[src/rtl/serial_queue_bridge.sv]
// Serial-to-parallel bridge: assembles WIDTH-bit words from a bit stream and
// queues them in a DEPTH-entry show-ahead FIFO, holding one word under backpressure.
//
// state     | meaning
// ----------+-----------------------------------------------------------
// S_COLLECT | shifting bits in; completed word goes straight to the FIFO
// S_HOLD    | completed word parked in pending, incoming bits dropped
module serial_queue_bridge #(
  parameter int WIDTH     = 8,
  parameter int DEPTH     = 8,
  parameter bit MSB_FIRST = 1'b1
) (
  input  logic                       clock,
  input  logic                       reset,
  input  logic                       write_in,
  input  logic                       data_in,
  input  logic                       dequeue_in,
  output logic [WIDTH-1:0]           data_out,
  output logic [$clog2(DEPTH+1)-1:0] len_out,
  output logic                       empty_out,
  output logic                       full_out,
  output logic                       status_out,
  output logic                       overflow_out
);

  localparam int PW = $clog2(DEPTH);
  localparam int LW = $clog2(DEPTH + 1);
  localparam int CW = $clog2(WIDTH);

  typedef enum logic {S_COLLECT = 1'b0, S_HOLD = 1'b1} state_t;

  state_t            state_q, state_d;
  logic [CW-1:0]     bit_cnt_q;
  logic [WIDTH-1:0]  shift_q, shift_next;
  logic [WIDTH-1:0]  pending_q;
  logic [WIDTH-1:0]  mem [DEPTH];
  logic [PW-1:0]     rd_ptr_q, wr_ptr_q;
  logic [LW-1:0]     len_q;
  logic              overflow_q;

  logic              last_bit, word_done, pop, can_push, push;
  logic              latch_pending;
  logic [WIDTH-1:0]  push_data;

  assign last_bit  = (bit_cnt_q == CW'(WIDTH - 1));
  assign word_done = (state_q == S_COLLECT) && write_in && last_bit;
  assign pop       = dequeue_in && (len_q != '0);
  // A simultaneous pop frees a slot even when the FIFO is full
  assign can_push  = (len_q < LW'(DEPTH)) || pop;

  always_comb begin
    shift_next = shift_q;
    if (MSB_FIRST) shift_next = {shift_q[WIDTH-2:0], data_in};
    else           shift_next = {data_in, shift_q[WIDTH-1:1]};
  end

  // State register
  always_ff @(posedge clock or posedge reset) begin
    if (reset) state_q <= S_COLLECT;
    else       state_q <= state_d;
  end

  // Next-state logic
  always_comb begin
    state_d = state_q;
    case (state_q)
      S_COLLECT: if (word_done && !can_push) state_d = S_HOLD;
      S_HOLD:    if (can_push)               state_d = S_COLLECT;
      default:                               state_d = S_COLLECT;
    endcase
  end

  // Output / datapath control
  always_comb begin
    push          = 1'b0;
    push_data     = shift_next;
    latch_pending = 1'b0;
    status_out    = 1'b0;
    case (state_q)
      S_COLLECT: begin
        push          = word_done && can_push;
        latch_pending = word_done && !can_push;
      end
      S_HOLD: begin
        status_out = 1'b1;
        push       = can_push;
        push_data  = pending_q;
      end
      default: ;
    endcase
  end

  always_ff @(posedge clock or posedge reset) begin
    if (reset) begin
      bit_cnt_q  <= '0;
      shift_q    <= '0;
      pending_q  <= '0;
      overflow_q <= 1'b0;
    end else begin
      overflow_q <= (state_q == S_HOLD) && write_in;
      if ((state_q == S_COLLECT) && write_in) begin
        shift_q   <= shift_next;
        bit_cnt_q <= last_bit ? '0 : bit_cnt_q + CW'(1);
      end
      if (latch_pending) pending_q <= shift_next;
    end
  end

  always_ff @(posedge clock or posedge reset) begin
    if (reset) begin
      rd_ptr_q <= '0;
      wr_ptr_q <= '0;
      len_q    <= '0;
    end else begin
      if (push) wr_ptr_q <= wr_ptr_q + PW'(1);
      if (pop)  rd_ptr_q <= rd_ptr_q + PW'(1);
      if (push && !pop)      len_q <= len_q + LW'(1);
      else if (pop && !push) len_q <= len_q - LW'(1);
    end
  end

  // Storage needs no reset; only entries below len are ever observed
  always_ff @(posedge clock) begin
    if (push) mem[wr_ptr_q] <= push_data;
  end

  assign len_out      = len_q;
  assign empty_out    = (len_q == '0);
  assign full_out     = (len_q == LW'(DEPTH));
  assign data_out     = empty_out ? '0 : mem[rd_ptr_q];
  assign overflow_out = overflow_q;

endmodule

[config.mk]
export PLATFORM = sky130hd
export DESIGN_NAME = serial_queue_bridge
export DESIGN_NICKNAME = d
export VERILOG_FILES = /design/src/rtl/serial_queue_bridge.sv
export SDC_FILE = /design/constraint.sdc
export NUM_CORES = 1
export LEC_CHECK = 0
export CAP_MARGIN = 0
export CORE_MARGIN = 8
export CORE_UTILIZATION = 40
export CTS_CLUSTER_SIZE = 40
export DETAILED_ROUTE_END_ITERATION = 16
export GPL_TIMING_DRIVEN = 0
export SLEW_MARGIN = 0
export SYNTH_ARGS = -nofsm -noshare
export SYNTH_HDL_FRONTEND = slang
export SYNTH_SLANG_ARGS = --single-unit
[constraint.sdc]
create_clock -name clock -period 3.2 [get_ports clock]
set_input_delay 0.64 -clock clock [delete_from_list [all_inputs] [get_ports clock]]
set_output_delay 0.64 -clock clock [all_outputs]
set_load 0.02 [all_outputs]
==> results of run 1 <==
-- stage by stage --
stage / setup slack, ps / hold WS, ps
4_1_cts: 40.9 / 510
5_1_grt: 6.26 / 523
3_5_place_dp: 11.9 / 487
3_3_place_gp: -173 / 481
2_1_floorplan: 544 / 467
6_report: 103 / 507
-- per-layer routing --
layer | up-vias | share of wire (%) | track usage [%]
met5 | - | 0 | 0
met4 | 0 | 1.3 | 3.59
met3 | 8 | 3.5 | 3.31
met2 | 33 | 46 | 16.9
met1 | 1007 | 49 | 14.7
li1 | 911 | - | -
-- placed cells by master, fill, tap and decap left out, drive strengths merged, types with 2 or more instances in the layout --
master and instances:
edfxtp 64, clkdlybuf4s50 17, buf 2, a21oi 2, or4 2, mux2 28
nand3 4, nor2 9, dlymetal6s2s 3, nand2 4, a22o 8, dfrtp 30
inv 5, mux4 16, a21o 3, and2 2, nor3 3, or3 4
nand3b 2, ha 7, clkbuf 14, o21ai 2, xnor2 5, nand2b 4
clkinv 2
-- area by class of cell --
cell class	instances	area, µm²
Tap cell	133	166
Multi-Input combinational cell	112	1190
Fill cell	846	5150
Inverter	3	11.3
Clock inverter	6	70.1
Sequential cell	94	2670
Buffer	6	38.8
Timing Repair Buffer	20	208
Clock buffer	10	128
-- flip-flops by register name (all words and copies together), names as in the netlist --
register and count:
mem 64, pending_q 8, shift_q 7, len_out 4
bit_cnt_q 3, rd_ptr_q 3, wr_ptr_q 3, overflow_out 1
state_q 1
-- worst reg2reg max path, stage by stage (launching register included) --
cell      delay [ps]
dfrtp_2          470
or4_4            580
nand2_1          150
ha_1             250
inv_1            120
ha_1             370
or4_1            490
nand3_1          100
o221ai_1         120
-- path summary, 6_finish.rpt --
| kind | endpoint | slack, ps |
|---|---|---|
| max in group asynchronous | len_out[0] | 1570 |
| max reg2reg | len_out[3] | 410 |
| min reg2reg | pending_q[2] | 510 |
| min in group asynchronous | state_q | 880 |
| min | pending_q[2] | 510 |
| max | data_out[0] | 100 |
-- power breakdown --
part	switching (mW)	internal, mW	leakage (nW)
clock	0.410	0.369	0.0964
combinational	0.709	0.755	0.581
sequential	0.150	1.56	0.948
-- synth_stat cells, drive strengths merged, types with 3 or more instances --
library cell / n
nand2: 4
mux2: 28
nand3: 4
buf: 4
mux4: 16
xnor2: 5
nor2: 9
inv: 3
or3: 4
clkbuf: 4
nand2b: 4
dfrtp: 30
a21o: 3
nor3: 3
a22o: 8
ha: 7
edfxtp: 64
-- logic make-up (layout without fill, tap and decap cells) --
family | Yosys count | in the layout | synth area share (%)
and+or+nand+nor | 37 | 37 | 5.31
adders and majority gates | 8 | 8 | 2.75
buffers and inverters | 11 | 45 | 1.57
AOI/OAI and AO/OA | 17 | 17 | 3.39
muxes | 45 | 45 | 17.5
xor gates and xnor gates | 5 | 5 | 1.12
DFF | 94 | 94 | 68.3
-- what timing repair did --
action / CTS / global route
cloned: 0 / 0
hold buffers: 0 / 0
hold endpoints to repair: 0 / 0
resized for setup: 1 / 4
endpoints found under the setup margin: 8 / 8
==> impl_metrics.json, run 1 <==
{
  "cts.sinks": 94,
  "drt-wirelength-per-cell_um": 17.6,
  "place_hpwl_mm": 4.57,
  "slowest_stage": "or4_4",
  "whs_path_depth": 1,
  "fin_crit_ps": 3100,
  "fin_crit_sh_pct": 96.8,
  "synthArstFlopShare_pct": 31.9,
  "cp_data_required_time_ps": 2560,
  "powerDensity_nw_per_um2": 882,
  "synth_edf_count": 64,
  "postLayoutCellArea_um2": 4490,
  "cts_buffers": 9,
  "drtPass1Iterations": 4,
  "die_x_um": 115,
  "synthCells": 217,
  "final_cell_count_no_fill": 384,
  "nets": 259,
  "die_area_um2": 13200,
  "placed_area_um2": 4290,
  "track_usage_pct": 11.0,
  "clock_skew_ps": 10.9,
  "arrival_ps": 2460,
  "first_global_vias": 2055,
  "drc": 0,
  "core_um2": 9640,
  "worstHoldStart": "pending_q[2]",
  "ioPinCount": 21,
  "cts.clk_slew.worst_paths_ps": 90,
  "tns_ps": 0,
  "wl_mm": 6.74,
  "p_leak_nw": 1.63,
  "gr-total-overflow": 0,
  "synth_top_area_share_pct": 49.1,
  "ys_ff_latch": 94,
  "yosysSeqAreaShare_pct": 68.3,
  "start_util_pct": 40.6,
  "crit_path_max_incr_delay_ps": 580,
  "cts_buffer_depth": 2,
  "slew_headroom_pct": 23.7,
  "cts_tree": "built",
  "path_buf_inv": 2,
  "end_kind": "output port",
  "worstSetupPathDepth": 5,
  "drive_gt1_share_pct": 27.5,
  "grt_pass1_wl_mm": 11.0,
  "setup_violations": 0,
  "htree_levels": 3,
  "drt_iter0_markers": 137,
  "max_freq_mhz": 323,
  "crit_fanout": 8,
  "path_cells": "or4_4 -> and2_4 -> buf_6 -> a22o_1 -> clkdlybuf4s50_1",
  "diodes": 0,
  "core.rowCount": 36,
  "status": "finished, final reports clean",
  "ys_types": 36,
  "netlist_top_cells_area": "edfxtp_1 (49%), dfrtp_1 (19%), mux4_2 (9.2%), mux2_2 (8.1%), ha_1 (2.2%)",
  "clock_tree.root_cell": "clkbuf_8",
  "hold_violations": 0,
  "worstHoldPathType": "flop to flop",
  "antenna_found_initial": 0,
  "netlist_area_um2": 3910,
  "rsz0062_at_grt": "no",
  "startpoint_type": "flop",
  "yosys.area.top_type": "edfxtp_1",
  "viasPerCell": 5.10,
  "routabilityCongestion": 0.701,
  "die_h_um": 115,
  "final_util_pct": 46.5,
  "syn_to_final_growth_pct": 14.7,
  "syn_avg_cell_area_um2": 18.0,
  "grt_max_degree": 31,
  "placed_cells": 370,
  "syn_nets": 230,
  "critical_path_class": "flop to output port",
  "setup.worst_path.start": "len_out[0]",
  "ant_nets": 0,
  "ff2ff_path_depth": 8,
  "worst_slew_pin_slew_ps": 1140,
  "crit_family": "simple AND/OR/NAND/NOR gates",
  "slew_violations": 0,
  "yosys_warnings": 0,
  "ir_worst_vdd_uv": 421,
  "insertion_delay_ps": 350,
  "num_vias": 1959,
  "synth-main-ff-cell": "edfxtp_1",
  "cts_setup_buffers": 0,
  "port_buffers": 20,
  "reg2reg_from": "len_out[0]",
  "drv_cap": 0,
  "p_total_mw": 3.96
}
Note: power is estimated with default switching activity, not from simulation.
==> run 2: changes to the inputs <==
Settings changed: PLACE_DENSITY set to 0.56, SLEW_MARGIN 0 to 40.
==> impl_metrics.json, run 2 (same netlist as run 1, synthesis figures left out) <==
{
  "status": "finished, final reports clean",
  "final_util_pct": 47.1,
  "drt_iter0_markers": 70,
  "viasPerCell": 5.09,
  "worstHoldStart": "pending_q[4]",
  "start_util_pct": 40.6,
  "core.rowCount": 36,
  "ant_nets": 0,
  "drt-wirelength-per-cell_um": 18.6,
  "ioPinCount": 21,
  "fillers": 869,
  "antenna_found_initial": 0,
  "regArea_um2": 2670,
  "whs_path_depth": 1,
  "routabilityCongestion": 0.710,
  "grt_max_degree": 31,
  "port_buffers": 20,
  "worst_slew_pin_slew_ps": 632,
  "htree_levels": 3,
  "critical_path_class": "flop to output port",
  "cts.clk_slew.worst_paths_ps": 90,
  "largest_register_ffs": 64,
  "clock_skew_ps": 10.3,
  "largest-register": "mem",
  "arrival_ps": 2440,
  "startpoint_type": "flop",
  "end_kind": "output port",
  "die_x_um": 115,
  "r2r_end": "len_out[3]",
  "cts_tree": "built",
  "p_seq_share_pct": 42.3,
  "core_um2": 9640,
  "fin_crit_ps": 3080,
  "drtPass1Iterations": 4,
  "place_ws_ps": 34.7,
  "layout_commonest_cell": "edfxtp_1",
  "p_leak_nw": 1.67,
  "crit_fanout": 8,
  "gr-total-overflow": 0,
  "nets": 262,
  "layout_top_registers": "mem (64), pending_q (8), shift_q (7)",
  "layout_common_cells": "edfxtp_1 (64), dfrtp_1 (29), mux2_2 (28)",
  "multiInputGateArea_um2": 1200,
  "diodes": 0,
  "p_int_mw": 2.76,
  "cp_data_required_time_ps": 2560,
  "cts_buffers": 9,
  "num_vias": 1971,
  "reg2reg_from": "len_out[0]",
  "fin_crit_sh_pct": 96.3,
  "max_freq_mhz": 325,
  "worstHoldPathType": "flop to flop",
  "pwr-share-comb_pct": 36.8,
  "syn_to_final_growth_pct": 16.2,
  "wl_mm": 7.21,
  "hold_violations": 0,
  "clock_tree.root_cell": "clkbuf_8",
  "p_sw_mw": 1.29,
  "drc": 0,
  "powerDensity_nw_per_um2": 892,
  "cts.sinks": 94,
  "hold_buffers": 0,
  "slew_headroom_pct": 57.8,
  "timing.final.ws_setup_ps": 119,
  "p_clk_share_pct": 20.9,
  "cts_buffer_depth": 2,
  "track_usage_pct": 12.2,
  "die_h_um": 115,
  "setup_violations": 0,
  "place_hpwl_mm": 4.82,
  "ff2ff_path_depth": 8,
  "reg2reg_slack_ps": 430,
  "cts_setup_buffers": 0,
  "grt_pass1_wl_mm": 11.9,
  "rsz0062_at_grt": "no",
  "p_total_mw": 4.05,
  "ir_worst_vdd_uv": 304,
  "slew_violations": 0,
  "die_area_um2": 13200,
  "drive_gt1_share_pct": 31.5,
  "swShare_pct": 31.9,
  "first_global_vias": 2118,
  "whs_endpoint": "pending_q[4]",
  "drv_cap": 0,
  "insertion_delay_ps": 360
}
## run 2: changes by cell type in the layout (fill, tap and decap cells not counted), sizes merged
cell,change
buf,+3
inv,-2
clkinv,+1
dlymetal6s2s,+2
clkinvlp,+1
clkdlybuf4s50,-2
bufinv,+1
clkbuf,-1
## run 2: power groups by stage
stage	registers (mW)	logic [mW]	clock network (mW)
after floorplan	1.73	1.02	0
after global placement	1.73	1.51	0
after detailed placement	1.74	1.55	0
after CTS	1.71	1.54	0.864
after global routing	1.75	1.63	0.920
final	1.71	1.49	0.847
## run 2: how the worst max path moves through the flow
stage                        to  slack (ps)  cells after the start       start
floorplan            len_out[3]         540                      8  len_out[0]
global placement      mem[0][1]        -150                      4  dequeue_in
detailed placement   len_out[3]          30                      9  dequeue_in
CTS                 data_out[2]          30                      5  len_out[0]
global route        data_out[1]          20                      5  len_out[0]
finish              data_out[5]         120                      5  len_out[0]
## run 2: critical path, cell delays in order, from the launching register on
cell and delay [ps]:
dfrtp_2 460, or4_4 580, and2_4 180, buf_6 130
a22o_1 200, clkdlybuf4s50_1 530
## run 2: repair_timing
item | 4_1_cts | 5_1_grt
setup endpoints to repair | 8 | 7
cloned | 0 | 0
resized for setup | 3 | 6
## run 2: metrics by stage
step	instance area, µm²	TNS (ps)	std cells	hold WS (ps)
after floorplan	3910	0	217	467
after global placement	4280	-1220	370	482
after detailed placement	4320	0	372	490
after CTS	4530	0	387	512
after global routing	4540	0	387	522
final	4540	0	387	508
## run 2: area by class of cell
class	count	share of cell area [%]
clock inverter	7	1.96
buffer	7	1.02
tap	133	3.66
multi-input combinational	112	26.5
clock buffer	9	2.73
timing repair buffer	22	5.01
inverter	3	0.248
sequential	94	58.9
## run 2: routing by layer
metal / track usage, % / vias to the layer above / wire, µm
met5: 0 / - / 0
met4: 3.68 / 0 / 54
met3: 3.41 / 4 / 218
met2: 19.5 / 24 / 3530
met1: 15.8 / 1029 / 3400
li1: - / 914 / -
